[config.mk]
export PLATFORM = sky130hd
export DESIGN_NAME = imem_loader
export DESIGN_NICKNAME = d
export VERILOG_FILES = /design/src/rtl/imem_loader.sv
export SDC_FILE = /design/constraint.sdc
export NUM_CORES = 1
export LEC_CHECK = 0
export CORE_UTILIZATION = 54
export CTS_CLUSTER_DIAMETER = 100
export DETAILED_ROUTE_END_ITERATION = 7
export HOLD_SLACK_MARGIN = 0.05
export PLACE_DENSITY = 0.79
export SYNTH_ARGS = -nofsm -noshare
export SYNTH_HDL_FRONTEND = slang
export SYNTH_SLANG_ARGS = --single-unit
export TNS_END_PERCENT = 1
[constraint.sdc]
create_clock -name clk -period 2.7 [get_ports clk]
set_input_delay 0.405 -clock clk [delete_from_list [all_inputs] [get_ports clk]]
set_output_delay 0.405 -clock clk [all_outputs]
set_load 0.02 [all_outputs]
[src/rtl/imem_loader.sv]
// Streams a framed program image (SYNC, LEN, N words, checksum) into the instruction memory.
// The core is held in reset from start until a load completes successfully.
module imem_loader #(
    parameter int                DEPTH  = 16,
    parameter int                ADDR_W = 4,
    parameter int                INST_W = 8,
    parameter logic [INST_W-1:0] SYNC   = 8'hA5
) (
    input  logic              clk,
    input  logic              resetn,
    input  logic              start,
    input  logic              in_valid,
    input  logic [INST_W-1:0] in_data,
    output logic              in_ready,
    output logic              mem_we,
    output logic [ADDR_W-1:0] mem_waddr,
    output logic [INST_W-1:0] mem_wdata,
    output logic              core_hold,
    output logic              busy,
    output logic              done,
    output logic              err
);

    // state | meaning
    // IDLE  | waiting for start
    // SYNC  | discarding bytes until the header byte arrives
    // LEN   | next byte is the word count N
    // DATA  | writing N words to imem
    // CSUM  | comparing the trailing byte against the running sum
    // DONE  | one-cycle done pulse, core released on exit
    // ERR   | bad length or checksum, core stays held
    localparam logic [2:0] S_IDLE = 3'd0;
    localparam logic [2:0] S_SYNC = 3'd1;
    localparam logic [2:0] S_LEN  = 3'd2;
    localparam logic [2:0] S_DATA = 3'd3;
    localparam logic [2:0] S_CSUM = 3'd4;
    localparam logic [2:0] S_DONE = 3'd5;
    localparam logic [2:0] S_ERR  = 3'd6;

    localparam int                CNT_W   = ADDR_W + 1;
    localparam logic [INST_W-1:0] DEPTH_V = INST_W'(DEPTH);

    logic [2:0]        state_q, state_d;
    logic [INST_W-1:0] len_q, len_d;
    logic [CNT_W-1:0]  count_q, count_d, cnt_inc;
    logic [INST_W-1:0] csum_q, csum_d;
    logic              ready_q, ready_d;
    logic              we_q, we_d;
    logic [ADDR_W-1:0] waddr_q, waddr_d;
    logic [INST_W-1:0] wdata_q, wdata_d;
    logic              hold_q, hold_d;
    logic              err_q, err_d;
    logic              accept;

    assign accept  = in_valid & ready_q;
    assign cnt_inc = count_q + CNT_W'(1);

    always_comb begin
        state_d = state_q;
        len_d   = len_q;
        count_d = count_q;
        csum_d  = csum_q;
        we_d    = 1'b0;
        waddr_d = waddr_q;
        wdata_d = wdata_q;
        hold_d  = hold_q;
        err_d   = err_q;
        case (state_q)
            S_IDLE: begin
                if (start) begin
                    state_d = S_SYNC;
                    hold_d  = 1'b1;
                    err_d   = 1'b0;
                    count_d = '0;
                    csum_d  = '0;
                end
            end
            S_SYNC: begin
                if (accept && in_data == SYNC) state_d = S_LEN;
            end
            S_LEN: begin
                if (accept) begin
                    len_d = in_data;
                    if (in_data == '0 || in_data > DEPTH_V) begin
                        state_d = S_ERR;
                        err_d   = 1'b1;
                    end else begin
                        state_d = S_DATA;
                    end
                end
            end
            S_DATA: begin
                if (accept) begin
                    we_d    = 1'b1;
                    waddr_d = count_q[ADDR_W-1:0];
                    wdata_d = in_data;
                    csum_d  = csum_q + in_data;
                    count_d = cnt_inc;
                    if (INST_W'(cnt_inc) == len_q) state_d = S_CSUM;
                end
            end
            S_CSUM: begin
                if (accept) begin
                    if (in_data == csum_q) begin
                        state_d = S_DONE;
                    end else begin
                        state_d = S_ERR;
                        err_d   = 1'b1;
                    end
                end
            end
            S_DONE: begin
                state_d = S_IDLE;
                hold_d  = 1'b0;
            end
            S_ERR:   state_d = S_IDLE;
            default: state_d = S_IDLE;
        endcase
        // ready is registered, so it follows the state being entered
        ready_d = (state_d == S_SYNC) || (state_d == S_LEN) ||
                  (state_d == S_DATA) || (state_d == S_CSUM);
    end

    always_ff @(posedge clk or negedge resetn) begin
        if (!resetn) begin
            state_q <= S_IDLE;
            len_q   <= '0;
            count_q <= '0;
            csum_q  <= '0;
            ready_q <= 1'b0;
            we_q    <= 1'b0;
            waddr_q <= '0;
            wdata_q <= '0;
            hold_q  <= 1'b0;
            err_q   <= 1'b0;
        end else begin
            state_q <= state_d;
            len_q   <= len_d;
            count_q <= count_d;
            csum_q  <= csum_d;
            ready_q <= ready_d;
            we_q    <= we_d;
            waddr_q <= waddr_d;
            wdata_q <= wdata_d;
            hold_q  <= hold_d;
            err_q   <= err_d;
        end
    end

    assign in_ready  = ready_q;
    assign mem_we    = we_q;
    assign mem_waddr = waddr_q;
    assign mem_wdata = wdata_q;
    assign core_hold = hold_q;
    assign busy      = (state_q != S_IDLE);
    assign done      = (state_q == S_DONE);
    assign err       = err_q;

endmodule

# --- After elaboration in Yosys (flattened, before gate mapping) ---
# Index checks and enable logic that the tools add are counted.
word_totals:
  out_inout_bits: 18
  reg_bits: 40
  elab_cells: 73
  inputBits: 12
classes:
  n_eq_ne: 18
  n_mux: 25
  magnitude_cmp: 1
  add_sub_neg: 2
  reduce_logical: 16
  bitwise: 1
ops:
  columns: ["op", "n"]
  rows:
  - ["two-way mux 3 bit", 7]
  - ["two-way mux 8 bit", 2]
  - ["case mux 8 bit (2 select lines)", 1]
  - ["case mux 3 bit (5 select lines)", 1]
  - ["== test 3 x 2 -> 1 bit, second input constant", 4]
  - ["!= test 2 bit, second input constant", 6]
  - ["two-way mux 5 bit", 2]
  - ["case mux 5 bit (2 select lines)", 1]
  - ["== test 3 bit, second input constant", 3]
  - ["adder 8 bit", 1]
  - ["== test 5 x 8 -> 1 bit", 1]
  - ["== test 8 bit", 1]
  - ["== test 8 bit, second input constant", 1]
  - ["greater-than comparator 8 x 5 -> 1 bit, second input constant", 1]
  - ["zero test 8 bit", 1]
  - ["two-way mux 1 bit", 8]
  - ["== test 3 x 1 -> 1 bit, second input constant", 2]
  - ["AND reduction 2 bit", 3]
  - ["AND reduction 6 bit", 1]
  - ["nonzero test 3 bit", 2]
  - ["adder 5 x 1 -> 5 bit, second input constant", 1]
  - ["logical OR 1 bit", 4]
  - ["nonzero test 2 bit", 2]
  - ["zero test 3 bit", 1]
  - ["other kinds (6)", 6]

# --- Longest topological paths before layout ---
# Gate-level depths: netlist of run 1.
depth:
  ltp_word: 9
  depth_mapped: 8
  ltp_nobuf: 8

# --- Worst setup path after synthesis of run 1 ---
# No wires, ideal clock.
synth_timing:
  kind: "register to register"
  startpoint: "reg count_q[0]"
  endpoint: "reg ready_q, in the netlist in_ready"
  t_required_ns: 2.576
  period_less_slack_ns: 2.150
  path_stages_with_launch: 8
  path_slack_ns: 0.550
  path_buffers: 0
  arrival_time_ns: 2.025
  cell_sequence: "dfrtp_1 > ha_1 > nand3_2 > xor2_2 > xnor2_1 > or4_4 > a311o_1 > xor2_1"
synth_via:
  elab_chain_cells: 9
synth_lines:
  columns: ["element", "line_no", "source"]
  rows:
  - ["start: declaration", "45", "logic [CNT_W-1:0] count_q, count_d, cnt_inc;"]
  - ["start signal: assignment", "139", "count_q <= count_d;"]
  - ["adder 5 x 1 -> 5 bit *", "56", "assign cnt_inc = count_q + CNT_W'(1);"]
  - ["== test 5 x 8 -> 1 bit *", "99", "if (INST_W'(cnt_inc) == len_q) state_d = S_CSUM;"]
  - ["two-way mux 3 bit *", "99", null]
  - ["two-way mux 3 bit *", "93", "if (accept) begin"]
  - ["case mux 3 bit (5 select lines) *", "68", "case (state_q)"]
  - ["== test 3 x 1 -> 1 bit or == test 3 x 2 -> 1 bit (tied branches)", "120", "ready_d = (state_d == S_SYNC) || (state_d == S_LEN) ||"]
  - ["logical OR 1 bit (2 in a row)", "120", null]
  - ["logical OR 1 bit *", "121", "(state_d == S_DATA) || (state_d == S_CSUM);"]
  - ["named net ready_d", "47", "logic ready_q, ready_d;"]
  - ["end signal: assignment", "141", "ready_q <= ready_d;"]
  - ["end: declaration", "47", null]
# Mark *: on every way through the listed nets, which the timed path passes. The rest lies on a longest branch.
# A chain may end at the register's enable or synchronous reset.

# --- Worst setup path in the final report of run 1 ---
layout_timing:
  startpoint: "in in_data[1]"
  endpoint: "reg ready_q, in the netlist in_ready"
layout_via:
  elab_chain_cells: 9
layout_lines:
  columns: ["element", "line_no", "source"]
  rows:
  - ["start: declaration", "13", "input logic [INST_W-1:0] in_data,"]
  - ["greater-than comparator 8 x 5 -> 1 bit or zero test 8 bit (tied branches)", "84", "if (in_data == '0 || in_data > DEPTH_V) begin"]
  - ["logical OR 1 bit", "84", null]
  - ["two-way mux 3 bit", "84", null]
  - ["two-way mux 3 bit", "82", "if (accept) begin"]
  - ["case mux 3 bit (5 select lines) *", "68", null]
  - ["== test 3 x 1 -> 1 bit or == test 3 x 2 -> 1 bit (tied branches)", "120", null]
  - ["logical OR 1 bit (2 in a row)", "120", null]
  - ["logical OR 1 bit *", "121", null]
  - ["named net ready_d", "47", null]
# Marks and branches as above.

==> results of run 1 <==
worst max-delay path, cell delays in order:
cell	delay [ps]
clkdlybuf4s50_1	500
nor4_1	380
xor2_1	100
or4_2	600
o221ai_1	260
a311o_1	170
xor2_1	170
worst paths after layout:
check                             start           end  slack, ps  cells past startpoint
min                              resetn      len_q[6]        220                      1
max in group asynchronous        resetn  mem_wdata[2]       1920                      1
max                          in_data[1]      in_ready        340                      7
min in group clk           mem_wdata[6]  mem_wdata[6]        480                      2
min reg2reg                mem_wdata[6]  mem_wdata[6]        480                      2
max reg2reg                  count_q[0]      in_ready        400                      7
cells by family after synthesis:
family,after synthesis,share of synthesized area
AND/OR/NAND/NOR,86,0.197
flip-flops,40,0.482
AO/OA/AOI/OAI,36,0.115
XOR/XNOR,17,0.0754
buffers and inverters,11,0.0241
multiplexers,9,0.0488
adder cells (fa/ha/maj),9,0.0579
sequential cells by signal (all words and copies together) (netlist names):
register / flops
err: 1
mem_wdata: 8
in_ready: 1
state_q: 3
core_hold: 1
mem_waddr: 4
count_q: 5
csum_q: 8
mem_we: 1
len_q: 8
power by group:
part           switching [uW]  leakage, uW  internal [uW]
Clock                     233    0.0000548            279
Sequential               93.8     0.000533            729
Combinational             398     0.000609            350
routing by layer:
metal / vias to the layer above / GRT usage / share of wire
li1: 791 / - / -
met1: 803 / 0.315 / 0.43
met2: 53 / 0.416 / 0.50
met3: 8 / 0.0554 / 0.056
met4: 0 / 0.0938 / 0.019
met5: - / 0 / 0
cell usage after synthesis (3+ instances only):
master	count
a21oi_1	5
a22o_1	3
clkbuf_1	4
dfrtp_1	40
ha_1	8
inv_1	4
mux2_2	9
nand2_1	50
nand3_1	4
nor2_1	8
nor3_1	5
o21ai_0	13
xnor2_1	7
xor2_1	9
metrics by stage:
step	instance area (um2)	total power (uW)	hold slack [ps]	util
6_report	2560	2080	221	0.699
5_1_grt	2560	2210	283	0.699
4_1_cts	2560	2100	249	0.699
3_5_place_dp	2440	1590	463	0.667
3_3_place_gp	2440	1560	458	0.667
2_1_floorplan	2080	1300	109	-
area by class of cell:
class / count / share of cell area
Sequential cell: 40 / 0.391
Timing Repair Buffer: 36 / 0.132
Tap cell: 48 / 0.0235
Inverter: 5 / 0.00734
Multi-Input combinational cell: 157 / 0.401
Clock inverter: 3 / 0.0181
Clock buffer: 5 / 0.0269
==> impl_results.md, run 1 <==
* Grt total ovfl at 0
* Final worst slack at 338 ps
* Arrival @ worst endpoint at 2590 ps
* Prevailing post-synth register cell: dfrtp_1
* CORE AREA at 0.00366 mm2
* Cts repair resizes at 0
* Critical Path RT at 2920 ps
* Leak pwr at 0.00120 uW
* EDFF count, synth at 0
* Hold_buf cts at 0
* Worst-Margin Slew at 895 ps
* Max-slew violations at 0
* Most frequent cells in the layout: nand2_1 (50), dfrtp_1 (40), clkdlybuf4s50_1 (28)
* Fin crit share at 0.875
* RSZ-0062 raised after global routing: no
* H-tree depth at 2
* Post-route minimum period at 2360 ps
* Fin. Hold Viols at 0
* Total Routed Length at 4410 um
* Pre-CTS WS at 76.6 ps
* Die area at 0.00410 mm2
* Vias per inst at 5.63
* First-pass GRT wire length at 7640 um
* Worst-skew pair later-pin latency at 310 ps
* Relative slew slack at 0.404
* Num CTS Buffers at 5
* Nets at 266
* Status: complete, no violations
* Synthesis-to-layout area growth at 23.2%
* DRC at 0
* Root Buffer: clkbuf_8
* Post-synth top area share at 0.482
* Peak supply drop at 580 uV
* Yosys cell types at 44
* Post-Place Cells at 286
* Die height at 64 um
* Highest fanout seen on the critical path at 4
* GP Congestion at 0.843
* Die Wd at 64 um
* Async S/R FF share, synth at 1.00
* First-pass DRT Iterations at 4
* Multi-input logic area at 0.00102 mm2
* TritonCTS clock tree: done
* Setup repair bufs after CTS at 0
* Antenna violations before repair at 0
* Hpwl dp at 3130 um
* Clk pin slew, worst setup/hold paths at 80 ps
* ANT nets after route at 0
* DR vias at 1655
* Mean routed wirelength per cell at 15.0 um
* GRT Total Usage at 0.249
* Power Density at 814 mW/mm2
* Peak Freq at 0.423 GHz
* # IOs at 30
* IO buf count at 29
* Std cell rows at 22
* Syn_nets at 229
* Antenna cells at 0
* Post-Syn Area per Cell at 9.98 um2
* Mapped cell area at 0.00208 mm2
* Commonest non-fill, non-tap cell in the layout: nand2_1
* Setup Crit Path Kind: input pin to flop
* Drt first-iter violations at 94
* MaxCap Viol Count at 0
* Setup violators final at 0
* Initial Util at 0.567
* Clk sinks at 40
* Setup TNS at 0 ps
* Largest cells by area after synthesis: dfrtp_1 (48%), nand2_1 (9.0%), mux2_2 (4.9%)
* Final Skew at 7.08 ps
* Largest net degree at the start of global routing at 41
* Crit start category: input pin
* Post-Layout Cell Count at 294
* Synthesis Warnings at 0
* Register Area at 0.00100 mm2
* CTS Buffer Depth at 2
* Gate count of the mapped netlist at 208
* Seq/Total Area, Yosys at 0.482
* Post-synth top area cell: dfrtp_1
* FILL cells at 269
* Yosys reg bits at 40
* Crit end category: flop
* Hold crit path type: input pin to asynchronous set/reset pin
* Vias in the first global route at 1619
* Layout cell share with drive strength beyond 1 at 0.134
Note: power is estimated with default switching activity, not from simulation.
==> inputs of run 2 (changes only) <==
--- a/config.mk
+++ b/config.mk
@@ -10,6 +10,7 @@
 export DETAILED_ROUTE_END_ITERATION = 7
 export HOLD_SLACK_MARGIN = 0.05
 export PLACE_DENSITY = 0.79
+export SETUP_SLACK_MARGIN = 0.2
 export SYNTH_ARGS = -nofsm -noshare
 export SYNTH_HDL_FRONTEND = slang
 export SYNTH_SLANG_ARGS = --single-unit
==> results of run 2 <==
Final layout, timing and power as in run 1 (identical DEF).
==> inputs of run 3 (changes only) <==
--- a/config.mk
+++ b/config.mk
@@ -5,6 +5,7 @@
 export SDC_FILE = /design/constraint.sdc
 export NUM_CORES = 1
 export LEC_CHECK = 0
+export CAP_MARGIN = 25
 export CORE_UTILIZATION = 54
 export CTS_CLUSTER_DIAMETER = 100
 export DETAILED_ROUTE_END_ITERATION = 7
==> results of run 3 <==
Final layout, timing and power as in run 1 (identical DEF).
==> patch: new RTL, config.mk and constraints of run 1 <==
Register the output `err` once more, cleared by the reset; this adds one clock of latency there. The other outputs are not delayed to match.
--- a/src/rtl/imem_loader.sv
+++ b/src/rtl/imem_loader.sv
@@ -156,3 +156,9 @@
     assign done      = (state_q == S_DONE);
-    assign err       = err_q;
+    always_ff @(posedge clk or negedge resetn) begin
+        if (!resetn) begin
+            err <= '0;
+        end else begin
+            err <= err_q;
+        end
+    end
 
Check against the original RTL: not equivalent (Yosys sat finds a counterexample within 4 cycles, from zero or initial values and one cycle with resetn low).
==> patch against run 1 <==
- synthesized cell count rose by 2.9%
- final cell count rose by 1.7%
- power rose by 16%
- wire length fell by 2.9%
- sequential power rose by 20%
- area after synthesis rose by 5.5%
- worst setup slack improved by 76 ps
- clock power fell by 24%
- design area rose by 2.4%
- sequential cell count rose by 1
- critical path depth rose by 1
- hold slack improved by 6.3 ps
- critical path type unchanged
- highest routed layer unchanged
==> patch: results (changes against run 1) <==
metric,value,unit,change
synth_nets,235,,+2.6%
ir_worst_vdd,0.000477,V,-18%
worstPathMaxFanout,5,,+1
r2r_start,state_q[2],,
cts_max_level,2,,unchanged
holdWs,227,ps,+6.25 ps
drt-initial-drc-count,87,,-7.4%
status,finished clean,,
rrSetupSlack,630,ps,+230 ps
r2r_cells,6,,-1
dp.cells,291,,+1.7%
n_fill_cell,311,,+16%
yosysSeqAreaShare,0.469,,-0.0136
place_congestion,0.854,,+1.4%
grt_start_max_net_pins,42,,+2.4%
ys_top_cells_by_area,"dfrtp_1 47%, nand2_1 8.4%, ha_1 4.6%, mux2_2 4.1%, xnor2_1 3.2%",,
grtUsageTotal,0.234,,-0.0152
dr_total_vias,1595,,-3.6%
arrival,2500,ps,-90 ps
crit-reg2reg-capture,count_q[2],,
synthDistinctLibCells,51,,+16%
drive_gt1_frac,0.143,,+0.00928
worstMarginPinSlew,983,ps,+88.5 ps
insertion_delay,290,ps,-20 ps
synth_common_cells,"49 x nand2_1, 41 x dfrtp_1, 13 x o21ai_0, 9 x nor2_1",,
leakagePower,1.21,nW,+1.1%
clock_skew,7.80,ps,+0.711 ps
wl_per_cell,14.3,um,-4.5%
grt_pass1_wl,7560,um,-1.0%
nNetsFinal,271,,+1.9%
hpwl,3020,um,-3.6%
patch: cell types whose count changed after synthesis, moves of 2 or more:
cell / delta
nor3b_1: +3
mux2i_1: +2
nor2b_1: -2
xor2_1: -2
clkbuf_1: -2
nor4_2: +2
nand2b_1: -2
o31ai_1: -2
patch: worst max-delay path, stage by stage:
cell             delay, ps
clkdlybuf4s50_1        500
ha_1                   400
nor4_1                 270
nand3_1                160
a22oi_1                210
o21ai_0                140
nor3b_1                250
xnor2_1                140
patch: logic make-up after synthesis:
kind of cell / synth area share
DFF: 0.469
adders and majority gates: 0.0549
AOI/OAI and AO/OA: 0.101
buffers and inverters: 0.0394
xor gates and xnor gates: 0.0703
muxes: 0.0503
and+or+nand+nor: 0.216
patch: power by group:
group	switching, mW	leakage, nW	total, mW	internal (mW)
clock network	0.209	0.0439	0.387	0.178
registers	0.158	0.527	0.984	0.826
logic	0.536	0.640	1.05	0.517
patch: metrics by stage:
| step | area [um2] | setup WS [ps] |
|---|---|---|
| finish | 2620 | 415 |
| global route | 2620 | 250 |
| CTS | 2620 | 411 |
| detailed placement | 2530 | 146 |
| global placement | 2530 | 163 |
| floorplan | 2190 | 749 |
patch: layout make-up:
class	count	area share
multi-input combinational	160	0.411
sequential	41	0.392
timing repair buffer	37	0.132
clock buffer	5	0.0263
tap	48	0.0229
inverter	5	0.00908
clock inverter	3	0.00669
patch: layer usage:
| metal | vias to the layer above | wire [um] | track usage |
|---|---|---|---|
| met3 | 5 | 151 | 0.0573 |
| met4 | 0 | 48 | 0.0598 |
| li1 | 810 | - | - |
| met5 | - | 0 | 0 |
| met2 | 31 | 2100 | 0.380 |
| met1 | 749 | 1990 | 0.311 |
